$ cat config.mk
export PLATFORM = sky130hd
export DESIGN_NAME = apb_multi_clk_counter
export DESIGN_NICKNAME = d
export VERILOG_FILES = /design/src/rtl/apb_multi_clk_counter.sv
export SDC_FILE = /design/constraint.sdc
export NUM_CORES = 1
export LEC_CHECK = 0
export BUFFER_PORTS_ARGS = -buffer_cell sky130_fd_sc_hd__buf_4
export CAP_MARGIN = 10
export CORE_UTILIZATION = 50
export DETAILED_ROUTE_END_ITERATION = 6
export PLACE_DENSITY = 0.79
export SLEW_MARGIN = 25
export SYNTH_ARGS = -nofsm -noshare
export SYNTH_HDL_FRONTEND = slang
export SYNTH_SLANG_ARGS = --single-unit
export TNS_END_PERCENT = 20
$ cat constraint.sdc
create_clock -name p_clk -period 2.1 [get_ports p_clk]
set_input_delay 0.105 -clock p_clk [delete_from_list [all_inputs] [get_ports p_clk]]
set_output_delay 0.105 -clock p_clk [all_outputs]
set_load 0.02 [all_outputs]
$ cat src/rtl/apb_multi_clk_counter.sv
// NUM_CH software-run p_clk cycle counters on a zero-wait APB slave; optional APB_CLK_COUNTER_IRQ_EN adds CMP/IE/irq.
// Latency: writes act on the access edge, read data registers at the setup edge; no backpressure (p_ready tied high).
module apb_multi_clk_counter #(
  parameter int NUM_CH = 4,
  parameter int CNT_W  = 32,
  parameter int ADDR_W = 12
) (
  input  logic        p_clk,
  input  logic        prst_n,
  input  logic [31:0] p_addr,
  input  logic        p_sel,
  input  logic        p_en,
  input  logic        p_write,
  input  logic [31:0] p_wrdata,
  output logic        p_ready,
  output logic [31:0] p_rdata,
  output logic        p_slverr
`ifdef APB_CLK_COUNTER_IRQ_EN
  ,
  output logic        irq
`endif
);

  localparam int IDX_W = ADDR_W - 4;
  localparam logic [IDX_W-1:0] GIDX = IDX_W'(NUM_CH);
  localparam logic [1:0] OFF_CTRL = 2'd0;
  localparam logic [1:0] OFF_STAT = 2'd1;
  localparam logic [1:0] OFF_CNT  = 2'd2;
  localparam logic [1:0] OFF_INFO = 2'd3;
`ifdef APB_CLK_COUNTER_IRQ_EN
  localparam bit HAS_IRQ = 1'b1;
`else
  localparam bit HAS_IRQ = 1'b0;
`endif

  typedef enum logic [1:0] {ST_IDLE = 2'd0, ST_RUN = 2'd1, ST_HALT = 2'd2} st_e;

  st_e                st_q   [NUM_CH];
  st_e                st_d   [NUM_CH];
  logic [CNT_W-1:0]   cnt_q  [NUM_CH];
  logic [CNT_W-1:0]   cnt_d  [NUM_CH];
  logic [NUM_CH-1:0]  ovf_q, ovf_d;
  logic [NUM_CH-1:0]  hit_q, hit_d;
  logic [NUM_CH-1:0]  ie_q, ie_d;
  logic [CNT_W-1:0]   cmp_q  [NUM_CH];
  logic [CNT_W-1:0]   cmp_d  [NUM_CH];
  logic [31:0]        rdata_q, rdata_d, rd_val;
  logic [NUM_CH-1:0]  start_c, stop_c, clr_c;
  logic [CNT_W:0]     inc;
  logic [4:0]         stat;

  logic [IDX_W-1:0] idx;
  logic [1:0]       off;
  logic             is_ch, is_g, dec_err, wr_err, err, wr_ok, setup;
  logic             unused_wdata;

  assign idx     = p_addr[ADDR_W-1:4];
  assign off     = p_addr[3:2];
  assign is_ch   = (idx < GIDX);
  assign is_g    = (idx == GIDX) && (off == OFF_CTRL);
  assign dec_err = (p_addr[31:ADDR_W] != '0) || (p_addr[1:0] != 2'b00) || !(is_ch || is_g);
  assign wr_err  = p_write && is_ch &&
                   ((off == OFF_CNT) ||
                    (!HAS_IRQ && ((off == OFF_STAT) || (off == OFF_INFO))) ||
                    ((off == OFF_CTRL) && p_wrdata[0] && p_wrdata[1]));
  assign err     = dec_err || wr_err;
  assign wr_ok   = p_sel && p_en && p_write && !err;
  assign setup   = p_sel && !p_en;

  assign p_ready      = 1'b1;
  assign p_slverr     = p_sel && p_en && err;
  assign p_rdata      = rdata_q;
  assign unused_wdata = ^p_wrdata;
`ifdef APB_CLK_COUNTER_IRQ_EN
  assign irq = |(hit_q & ie_q);
`endif

  // GCTRL with both start and stop set for a channel leaves that channel alone.
  always_comb begin
    start_c = '0;
    stop_c  = '0;
    clr_c   = '0;
    for (int c = 0; c < NUM_CH; c++) begin
      if (wr_ok && is_ch && (idx == IDX_W'(c)) && (off == OFF_CTRL)) begin
        start_c[c] = p_wrdata[0];
        stop_c[c]  = p_wrdata[1];
        clr_c[c]   = p_wrdata[2];
      end
      if (wr_ok && is_g && (p_wrdata[c] != p_wrdata[16+c])) begin
        start_c[c] = p_wrdata[c];
        stop_c[c]  = p_wrdata[16+c];
      end
    end
  end

  always_comb begin
    inc   = '0;
    ovf_d = ovf_q;
    hit_d = hit_q;
    ie_d  = ie_q;
    for (int c = 0; c < NUM_CH; c++) begin
      st_d[c]  = st_q[c];
      cnt_d[c] = cnt_q[c];
      cmp_d[c] = cmp_q[c];
      if (st_q[c] == ST_RUN) begin
        inc      = {1'b0, cnt_q[c]} + (CNT_W+1)'(1);
        cnt_d[c] = inc[CNT_W-1:0];
        if (inc[CNT_W]) ovf_d[c] = 1'b1;
      end
      if (HAS_IRQ && wr_ok && is_ch && (idx == IDX_W'(c))) begin
        if (off == OFF_CTRL) ie_d[c] = p_wrdata[3];
        if ((off == OFF_STAT) && p_wrdata[4]) hit_d[c] = 1'b0;
        if (off == OFF_INFO) cmp_d[c] = p_wrdata[CNT_W-1:0];
      end
      if (HAS_IRQ && (st_q[c] == ST_RUN) && (cnt_d[c] == cmp_q[c])) hit_d[c] = 1'b1;
      if (clr_c[c]) begin
        st_d[c]  = ST_IDLE;
        cnt_d[c] = '0;
        ovf_d[c] = 1'b0;
      end else if (stop_c[c]) begin
        if (st_q[c] == ST_RUN) st_d[c] = ST_HALT;
      end else if (start_c[c]) begin
        st_d[c] = ST_RUN;
      end
    end
  end

  always_comb begin
    rd_val = '0;
    stat   = '0;
    for (int c = 0; c < NUM_CH; c++) begin
      if (!dec_err && is_ch && (idx == IDX_W'(c))) begin
        stat = {hit_q[c], st_q[c], ovf_q[c], st_q[c] == ST_RUN};
        case (off)
          OFF_STAT: rd_val = 32'(stat);
          OFF_CNT:  rd_val = 32'(cnt_q[c]);
          OFF_INFO: rd_val = HAS_IRQ ? 32'(cmp_q[c]) : {8'(c), 8'(NUM_CH), 16'(CNT_W)};
          default:  rd_val = '0;
        endcase
      end
    end
    rdata_d = setup ? rd_val : rdata_q;
  end

  always_ff @(posedge p_clk) begin
    if (!prst_n) begin
      for (int c = 0; c < NUM_CH; c++) begin
        st_q[c]  <= ST_IDLE;
        cnt_q[c] <= '0;
        cmp_q[c] <= '0;
      end
      ovf_q   <= '0;
      hit_q   <= '0;
      ie_q    <= '0;
      rdata_q <= '0;
    end else begin
      for (int c = 0; c < NUM_CH; c++) begin
        st_q[c]  <= st_d[c];
        cnt_q[c] <= cnt_d[c];
        cmp_q[c] <= cmp_d[c];
      end
      ovf_q   <= ovf_d;
      hit_q   <= hit_d;
      ie_q    <= ie_d;
      rdata_q <= rdata_d;
    end
  end

endmodule
# After elaboration in Yosys (flattened, before gate mapping)
# Memory sizes are Yosys's and may differ from the RTL's.
# Cells that the tools add are included.
[word_totals]
reg_bits = 36
mem_bits_rw = 136
input_bits = 69
output_inout_bits = 34
elab_cells = 150
n_memories = 2
[mem_list]
columns = ["memory", "depth", "width", "rd", "rd_ports_with_merged_regs", "wr", "line_no", "rtl"]
rows = [
  ["cnt_q", 4, 32, 4, 0, 4, "40", "logic [CNT_W-1:0] cnt_q [NUM_CH];"],
  ["st_q", 4, 2, 4, 0, 4, "38", "st_e st_q [NUM_CH];"],
]
[op_classes]
addsub = 4
magnitude_cmp = 1
n_eq_ne = 15
mux = 62
bitwise_logic = 9
n_reduce_logical = 52
[ops]
columns = ["cell", "n"]
rows = [
  ["32-bit two-way mux", 16],
  ["32-bit one-hot mux with 3 select lines", 4],
  ["32-bit by 1-bit adder with 33-bit output, second input constant", 4],
  ["2-bit two-way mux", 20],
  ["1-bit logical AND", 29],
  ["1-bit two-way mux", 22],
  ["20-bit nonzero test", 1],
  ["8-bit by 2-bit equality test with 1-bit output, second input constant", 2],
  ["2-bit by 1-bit equality test with 1-bit output, second input constant", 5],
  ["8-bit by 1-bit equality test with 1-bit output, second input constant", 1],
  ["8-bit by 3-bit equality test with 1-bit output, second input constant", 1],
  ["8-bit zero test", 1],
  ["8-bit by 3-bit < comparator with 1-bit output, second input constant", 1],
  ["1-bit bitwise OR", 8],
  ["2-bit AND reduction", 4],
  ["2-bit OR reduction", 4],
  ["1-bit logical OR", 7],
  ["2-bit equality test, second input constant", 2],
  ["1-bit zero test", 4],
  ["1-bit != test", 4],
  ["2-bit zero test", 1],
  ["2-bit nonzero test", 1],
  ["1-bit NOT", 1],
]

# Logic depth before layout (Yosys ltp)
# Gate-level depths: netlist of run 1.
[depth]
ltp_word = 17
mapped_depth = 8
mapped_depth_nobuf = 6

# Worst setup path after synthesis of run 1
# Ideal clock, no wire load.
[synth_timing]
kind = "input-to-reg"
start = "in p_addr[16]"
end = "mem cnt_q[0][14]"
setup_ns = 0.116
t_arrival_ns = 1.867
required_ns = 1.984
slack_ns = 0.117
path_stages = 7
n_path_buf = 2
path_cell_list = "nor4_1 nand4b_4 or3_1 buf_6 o31ai_4 buf_6 nor2_2"
[synth_rtl]
columns = ["item", "line_no", "rtl"]
rows = [
  ["start: declaration", "10", "input logic [31:0] p_addr,"],
  ["end: declaration", "40", ""],
]

==> results of run 1 <==
[kinds of logic (layout without fill, tap and decap cells)]
group                      count (synthesis)  count (layout)  synth area share
DFF                                      172             172             0.393
adders and majority gates                  4               4           0.00571
AOI/OAI and AO/OA                        166             166             0.127
xor gates and xnor gates                 125             125             0.125
muxes                                     34              34            0.0394
and+or+nand+nor                          446             446             0.265
other                                      1               1          0.000428
buffers and inverters                     91             187            0.0445
[per-layer routing]
metal  up-vias  wire (µm)  global-route usage
li1       3870          -                   -
met1      3704      10000               0.330
met2       222      10500               0.426
met3        43       1260              0.0491
met4         0        492              0.0961
met5         -          0                   0
[power by group]
group,internal [mW],switching (mW),total (mW)
registers,3.29,0.0160,3.31
clock network,1.77,1.40,3.17
logic,0.179,0.241,0.420
[final cells by class]
type	count	area, µm²
clock buffer	17	425
clock inverter	15	164
fill	1481	6810
inverter	30	113
multi-input combinational	776	4950
sequential	172	3440
tap	225	282
timing repair buffer	125	1050
[metrics by stage]
step	cells	cell area, µm²	TNS, ns	power [mW]	util
5_1_grt	1360	10400	-0.0180	7.10	0.605
6_report	1360	10400	0	6.89	0.605
2_1_floorplan	1039	8770	0	3.61	-
4_1_cts	1360	10400	0	6.93	0.605
3_5_place_dp	1328	9830	0	3.80	0.570
3_3_place_gp	1328	9830	0	3.79	0.570
[cell usage after synthesis (10+ instances only)]
library cell / n
o21ai_0: 38
inv_1: 30
xor2_1: 42
nand2_1: 50
a21oi_1: 37
nor2_2: 10
mux2i_1: 30
a22oi_1: 37
dfxtp_1: 172
nor2_1: 162
buf_2: 12
nand4_1: 33
xnor2_1: 83
nor3_1: 42
nand3_1: 44
and4_1: 23
nor4_1: 23
o2bb2ai_1: 24
clkbuf_1: 39
[flip-flops by register name (all words and copies together) (netlist names)]
name and cells:
st_q 8, ovf_q 4, p_rdata 32, cnt_q 128
[final timing paths]
check,end,cells after the start,from,slack [ns]
worst max-delay path,ovf_q[2],6,cnt_q[2][0],0.13
worst min-delay path,st_q[0][0],5,p_wrdata[0],0.09
worst max register to register,ovf_q[2],6,cnt_q[2][0],0.13
worst min register to register,ovf_q[2],2,ovf_q[2],0.49
[critical path, delay by kind of cell (launching register included)]
family	cells	cell delay, ns
simple gates	5	1.32
fa+ha+maj	1	0.18
flops	1	0.40
[what timing repair did]
item,CTS,global route
buffers inserted,0,0
endpoints found under the setup margin,0,10
gates resized for setup,0,2
==> summary.txt, run 1 <==
Worst hold path
  • Min-delay worst type: in2reg

Route
  • Drt wl/cell: 16.4 µm
  • Final antenna-violating net count: 0
  • DRT Wirelength: about 22000 µm
  • First drt pass iteration count: 5
  • DRC Markers: 0
  • Total number of vias: about 7.8k
  • Drt initial violations: 503
  • DR vias/cell: 5.76

Clock tree
  • CTS tree: yes
  • CTS Buffer Depth: 2
  • Clock Latency Late Sink: between 0.4 and 0.5 ns
  • Post-CTS Hold Buffers: 0
  • H-tree Lvls: 4
  • Clock Sinks: roughly 170
  • Clock transition at path regs: roughly 0.07 ns
  • Root buffer cell: clkbuf_16
  • TritonCTS Buffers: 17

Floorplanning
  • Core area: 17200 µm²
  • Initial Utilization: 0.509
  • Die height: 134 µm
  • Top Ports: between 100 and 150
  • Row Count: 48
  • Die Wd: 134 µm
  • Die area: around 18000 µm²

Pwr
  • Leak Pwr: about 3.5 nW
  • Peak supply drop: roughly 0.60 mV
  • Cell Pwr Density: approximately 660 nW/µm²

Setup path
  • Endpoint type of the worst setup path: flop
  • Worst path cell trace: ha_1 -> and4b_1 -> nand3_1 -> nor4_1 -> nor2_1 -> nor2_1
  • Worst path max stage delay: between 0.5 and 0.6 ns
  • CP arrival: 2.34 ns
  • CP max stage cell: nor4_1
  • Max FO, Critical Path: 8
  • Startpoint types: flop
  • Worst path required time: ~2.5 ns
  • Crit path kind: reg2reg
  • Most common cell on crit path: nor2_1

Run
  • Max-Cap Viols: 0

Timing
  • Tmin final: ~2.0 ns
  • Setup ws final: between 0.1 and 0.15 ns
  • RSZ-0062 raised after global routing: yes
  • Final Max Tran Viols: 0
  • Worst slew pin tran: 0.510 ns
  • Hold WS: 0.0890 ns
  • Slew margin rel.: 0.660
  • Setup Viol. Count Final: 0
  • Final Cycle Share: 0.936
  • Fmax: between 0.5 and 0.6 GHz
  • Setup Skew: 0.00840 ns
  • Final hold viol count: 0

Yosys
  • Count of cell types in the netlist: between 50 and 60
  • Fraction of registers with async set/reset: 0
  • Share of the synthesized area in the top cell type: 0.393
  • Synthesis-stage register bit count: roughly 170
  • Post-synth EDFFs: 0
  • Area leader, netlist: dfxtp_1
  • Main synth FF type: dfxtp_1
  • Syn nets: 1112
  • Syn Area/Cell: between 8 and 9 µm²
  • Synth Cell Area: roughly 9000 µm²
  • Register area share after synthesis: 0.393
  • Post-Synthesis Cells: 1039
  • YS warnings: 0
  • Synth top area cells: dfxtp_1 (39%), xnor2_1 (8.3%), nor2_1 (6.9%), xor2_1 (4.2%), mux2i_1 (3.4%)

Layout
  • Most frequent cells in the layout: dfxtp_1 (172), nor2_1 (162), buf_4 (116)
  • Ant. Diodes: 0
  • Share of cells above drive strength 1: 0.161
  • Most common cell after layout, fill and taps aside: dfxtp_1
  • Synthesis-to-layout area growth: 18.9%
  • Nets: 1195

Global route
  • Initial antenna violation count: 0
  • Vias in the first global route: 7507
  • Largest net degree at the start of global routing: 60
  • First-pass GRT wire length: about 37000 µm
  • Grt ovf: 0
  • GRT Overall Usage: 0.257

Run status
  • Status: complete, no violations

Placement
  • PortBufs: 77
  • HPWL Detailed: around 16000 µm
  • Pre-CTS setup slack: about 0.078 ns
  • Placer congestion estimate: about 0.85
(Power assumes the default switching activity.)
==> run 2: changes to the inputs <==
--- a/config.mk
+++ b/config.mk
@@ -8,6 +8,7 @@
 export BUFFER_PORTS_ARGS = -buffer_cell sky130_fd_sc_hd__buf_4
 export CAP_MARGIN = 10
 export CORE_UTILIZATION = 50
+export CTS_BUF_LIST = sky130_fd_sc_hd__clkbuf_2
 export DETAILED_ROUTE_END_ITERATION = 6
 export PLACE_DENSITY = 0.79
 export SLEW_MARGIN = 25
==> constraint.sdc (replaced) <==
create_clock -name p_clk -period 1.65 [get_ports p_clk]
set_input_delay 0.0825 -clock p_clk [delete_from_list [all_inputs] [get_ports p_clk]]
set_output_delay 0.0825 -clock p_clk [all_outputs]
set_load 0.02 [all_outputs]
==> summary.txt, run 2 (synthesized netlist as in run 1, its figures left out) <==
Timing
  • Slew margin rel.: 0.645
  • Setup Skew: roughly 0.037 ns
  • Tmin final: about 1.7 ns
  • Worst slew pin tran: roughly 0.53 ns
  • Final Cycle Share: 1.06
  • Setup ws final: -0.0975 ns
  • Final Max Tran Viols: 0
  • Setup TNS Final: -1.82 ns
  • Hold WS: about 0.0012 ns
  • Final hold viol count: 0
  • Setup Viol. Count Final: 33
  • RSZ-0062 raised after global routing: yes
  • Fmax: ~0.57 GHz

Layout
  • Nets: about 1.4k
  • Largest reg by FF count: cnt_q
  • Most frequent cells in the layout: buf_4 (240), nor2_1 (153), dfxtp_1 (151)
  • Most common cell after layout, fill and taps aside: buf_4
  • Synthesis-to-layout area growth: 32.5%
  • Share of cells above drive strength 1: 0.293
  • Final Instance Area: about 12000 µm²
  • Layout Cells excl Fill: about 1.5k
  • Fillers: 1231
  • Finished Core Util: 0.674
  • Max reg flops: between 100 and 150

Floorplanning
  • Top Ports: slightly above 100
  • Row Count: 48
  • Initial Utilization: 0.509
  • Core area: 17200 µm²
  • Die height: roughly 130 µm
  • Die Wd: between 100 and 150 µm
  • Die area: 18100 µm²

Clock tree
  • CTS tree: yes
  • H-tree Lvls: 4
  • TritonCTS Buffers: 17
  • Clock Sinks: approximately 170
  • Root buffer cell: clkbuf_2
  • Clock Latency Late Sink: 0.77 ns
  • Clock transition at path regs: between 0.2 and 0.25 ns
  • CTS Buffer Depth: 2

Pwr
  • Cell Pwr Density: approximately 580 nW/µm²
  • Peak supply drop: 0.454 mV
  • Power Total: between 6 and 7 mW
  • Leak Pwr: 4.31 nW

Setup path
  • Endpoint type of the worst setup path: flop
  • Worst path cell trace: nand4_1 -> or4_4 -> buf_6 -> nor3_1 -> xnor2_1 -> nor2_1
  • Delay-heaviest family, CP: simple AND/OR/NAND/NOR gates
  • Worst path max stage delay: approximately 0.53 ns
  • Max FO, Critical Path: 12
  • Crit path kind: reg2reg
  • Buf/Inv on CP: 1
  • Worst path required time: about 2.4 ns
  • CP arrival: between 2 and 2.5 ns
  • Startpoint types: flop
  • CP max stage cell: or4_4

Global route
  • Vias in the first global route: ~8.4k
  • Grt ovf: 0
  • Initial antenna violation count: 0
  • GRT Overall Usage: 0.282
  • Largest net degree at the start of global routing: 60
  • First-pass GRT wire length: 40500 µm

Worst hold path
  • Min-delay worst type: in2reg

Route
  • Met3 routed wirelength: ~1600 µm
  • Met1 WL: around 11000 µm
  • Met2 WL: 12100 µm
  • Drt initial violations: 668
  • DR top layer: met4
  • DR vias/cell: between 5 and 6
  • DRT Wirelength: 25400 µm
  • Total number of vias: between 8k and 9k
  • First drt pass iteration count: 5
  • Drt wl/cell: 16.8 µm
  • Final antenna-violating net count: 0
  • DRC Markers: 0

Placement
  • Placed Area: 10800 µm²
  • Placer congestion estimate: between 0.8 and 0.9
  • Pre-CTS setup slack: -0.339 ns
  • HPWL Detailed: approximately 18000 µm
  • Placed Cells incl. Taps: between 1k and 1.5k
  • PortBufs: slightly below 80

Run status
  • Failing checks: setup timing
  • Status: complete, but fails checks

Run
  • Max-Cap Viols: 0
==> run 2: changes by cell type in the layout (fill, tap and decap cells not counted), moves of 17 or more <==
cell,previous run,this run
buf_4,116,240
dlygate4sd3_1,0,26
clkbuf_16,17,0
dfxtp_1,172,151
dfxtp_2,0,20
clkbuf_2,0,19
==> run 2: final timing paths <==
path	from	endpoint	slack (ns)	cells past startpoint
worst max-delay path	cnt_q[2][14]	cnt_q[2][31]	-0.1	6
worst min register to register	st_q[1][0]	st_q[1][0]	0.50	2
worst max register to register	cnt_q[2][14]	cnt_q[2][31]	-0.1	6
worst min-delay path	p_addr[11]	p_rdata[18]	0.001	8
==> run 2: layout make-up <==
cell class / count / area (µm²) / area share
timing repair buffer: 282 / 2340 / 0.201
tap: 225 / 282 / 0.0242
sequential: 172 / 3470 / 0.299
antenna: 1 / 2.50 / 0.000215
multi-input combinational: 776 / 5240 / 0.451
clock inverter: 12 / 73.8 / 0.00635
clock buffer: 19 / 95.1 / 0.00818
inverter: 30 / 113 / 0.00969
==> run 2: per-layer routing <==
layer | up-vias | track usage
li1 | 4159 | -
met1 | 4193 | 0.359
met2 | 329 | 0.466
met3 | 67 | 0.0525
met4 | 0 | 0.119
met5 | - | 0
==> run 2: where the power goes <==
| group | switching (mW) | internal (mW) | total, mW | leakage, nW |
|---|---|---|---|---|
| Clock | 1.44 | 0.384 | 1.82 | 0.115 |
| Sequential | 0.0206 | 4.20 | 4.22 | 1.40 |
| Combinational | 0.337 | 0.304 | 0.641 | 2.79 |
| Total | 1.79 | 4.89 | 6.69 | 4.31 |
==> run 2: worst register-to-register path: cells and delay by family (launching register included) <==
| family | cells | cell delay, ns |
|---|---|---|
| simple gates | 4 | 0.95 |
| flops | 1 | 0.40 |
| buf+inv | 1 | 0.17 |
| xor+xnor | 1 | 0.15 |
==> run 2: what timing repair did <==
action                                  in CTS  in global routing
hold endpoints to repair                   151                  0
endpoints found under the setup margin      39                 77
cloned                                       0                  0
gates resized for setup                     45                 40
hold buffers                                28                  0
pin swaps                                    4                  7
buffers inserted                             4                  6
==> run 3: changes to the inputs <==
--- a/config.mk
+++ b/config.mk
@@ -10,7 +10,7 @@
 export CORE_UTILIZATION = 50
 export CTS_BUF_LIST = sky130_fd_sc_hd__clkbuf_2
 export DETAILED_ROUTE_END_ITERATION = 6
-export PLACE_DENSITY = 0.79
+export PLACE_DENSITY = 0.7
 export SLEW_MARGIN = 25
 export SYNTH_ARGS = -nofsm -noshare
 export SYNTH_HDL_FRONTEND = slang
==> summary.txt, run 3 (synthesized netlist as in run 1, its figures left out) <==
Route
  • Drt wl/cell: around 17 µm
  • Total number of vias: about 8.6k
  • DRC Markers: 0
  • Drt initial violations: around 700
  • Final antenna-violating net count: 0
  • DRT Wirelength: 25100 µm
  • First drt pass iteration count: 5
  • DR vias/cell: about 5.7

Worst hold path
  • Min-delay worst type: in2reg

Timing
  • Setup Viol. Count Final: 33
  • Final hold viol count: 2
  • Fmax: 0.553 GHz
  • RSZ-0062 raised after global routing: yes
  • Final Max Tran Viols: 0
  • Slew margin rel.: 0.656
  • Setup Skew: 0.0401 ns
  • Worst slew pin tran: ~0.5 ns
  • Hold WS: -0.0783 ns
  • Final Cycle Share: 1.10
  • Setup ws final: -0.158 ns
  • Tmin final: between 1.5 and 2 ns

Clock tree
  • Root buffer cell: clkbuf_2
  • Clock transition at path regs: around 0.25 ns
  • TritonCTS Buffers: 17
  • CTS Buffer Depth: 2
  • H-tree Lvls: 4
  • Clock Sinks: ~170
  • Clock Latency Late Sink: approximately 0.78 ns
  • CTS tree: yes

Setup path
  • Endpoint type of the worst setup path: flop
  • Worst path required time: approximately 2.4 ns
  • Max FO, Critical Path: 6
  • Startpoint types: flop
  • Crit path kind: reg2reg
  • CP arrival: ~2.6 ns

Pwr
  • Leak Pwr: around 4.6 nW
  • Cell Pwr Density: approximately 620 nW/µm²
  • Peak supply drop: 0.411 mV
  • Power Total: between 7 and 8 mW

Layout
  • Final Instance Area: 12000 µm²
  • Share of cells above drive strength 1: 0.317
  • Max reg flops: approximately 130
  • Most frequent cells in the layout: buf_4 (242), nor2_1 (151), dfxtp_1 (145)
  • Most common cell after layout, fill and taps aside: buf_4
  • Largest reg by FF count: cnt_q
  • Nets: between 1k and 1.5k
  • Synthesis-to-layout area growth: 36.4%

Placement
  • Placed Area: 10800 µm²
  • PortBufs: 77
  • HPWL Detailed: between 15000 and 20000 µm
  • Placer congestion estimate: 0.943

Floorplanning
  • Die Wd: between 100 and 150 µm
  • Die area: 18100 µm²
  • Initial Utilization: 0.509
  • Top Ports: roughly 100
  • Die height: ~130 µm
  • Core area: between 15000 and 20000 µm²
  • Row Count: between 40 and 50

Global route
  • Initial antenna violation count: 1
  • Largest net degree at the start of global routing: 60
  • Grt ovf: 0
  • GRT Overall Usage: 0.279
  • Vias in the first global route: 7980
  • First-pass GRT wire length: approximately 40000 µm

Run status
  • Status: complete, but fails checks
  • Failing checks: hold timing, setup timing

Run
  • Max-Cap Viols: 0
## run 3: worst paths after layout
kind	from	endpoint	slack [ns]	cells past startpoint
max	cnt_q[2][10]	ovf_q[2]	-0.16	7
min	p_addr[11]	st_q[0][0]	-0.08	7
max reg2reg	cnt_q[2][10]	ovf_q[2]	-0.16	7
min reg2reg	st_q[1][0]	st_q[1][0]	0.49	2
## run 3: repair_timing
item | CTS | global route
resized for setup | 58 | 77
setup endpoints to repair | 49 | 81
buffers inserted | 2 | 6
cloned | 1 | 1
hold buffers | 25 | 1
hold endpoints to repair | 172 | 6
pin swaps | 3 | 27
## run 3: layout make-up
class | count | area (µm²)
antenna | 1 | 2.50
clock buffer | 18 | 90.1
clock inverter | 14 | 190
fill | 1325 | 5280
inverter | 30 | 113
multi-input combinational | 776 | 5440
sequential | 172 | 3480
tap | 225 | 282
timing repair buffer | 284 | 2360
## run 3: report_power, final
part | switching [mW] | internal (mW)
clock network | 1.53 | 1.01
registers | 0.0201 | 4.20
logic | 0.336 | 0.299
## run 3: worst max-delay path, stage by stage (launching register included)
cell	delay [ns]
dfxtp_2	0.38
nand4_1	0.21
or4_4	0.59
buf_12	0.18
buf_12	0.12
nor4_4	0.15
nor2_1	0.07
nor2_1	0.09
## run 3: routing by layer
| layer | track usage | vias up | share of wire |
|---|---|---|---|
| met1 | 0.383 | 4158 | 0.46 |
| met3 | 0.0506 | 36 | 0.056 |
| met4 | 0.0724 | 0 | 0.018 |
| met2 | 0.450 | 262 | 0.47 |
| li1 | - | 4177 | - |
| met5 | 0 | - | 0 |
## run 3: per-stage QoR
step	setup TNS, ns	util	hold WS (ns)	setup WS (ns)	std cells
after CTS	-1.78	0.670	-0.135	-0.114	1512
final	-2.58	0.694	-0.0783	-0.158	1520
after floorplan	-25.02	-	0.289	-0.278	1039
after detailed placement	-39.07	0.626	0.471	-0.347	1453
after global placement	-35.65	0.626	0.459	-0.329	1453
after global routing	-5.97	0.694	-0.0722	-0.228	1520
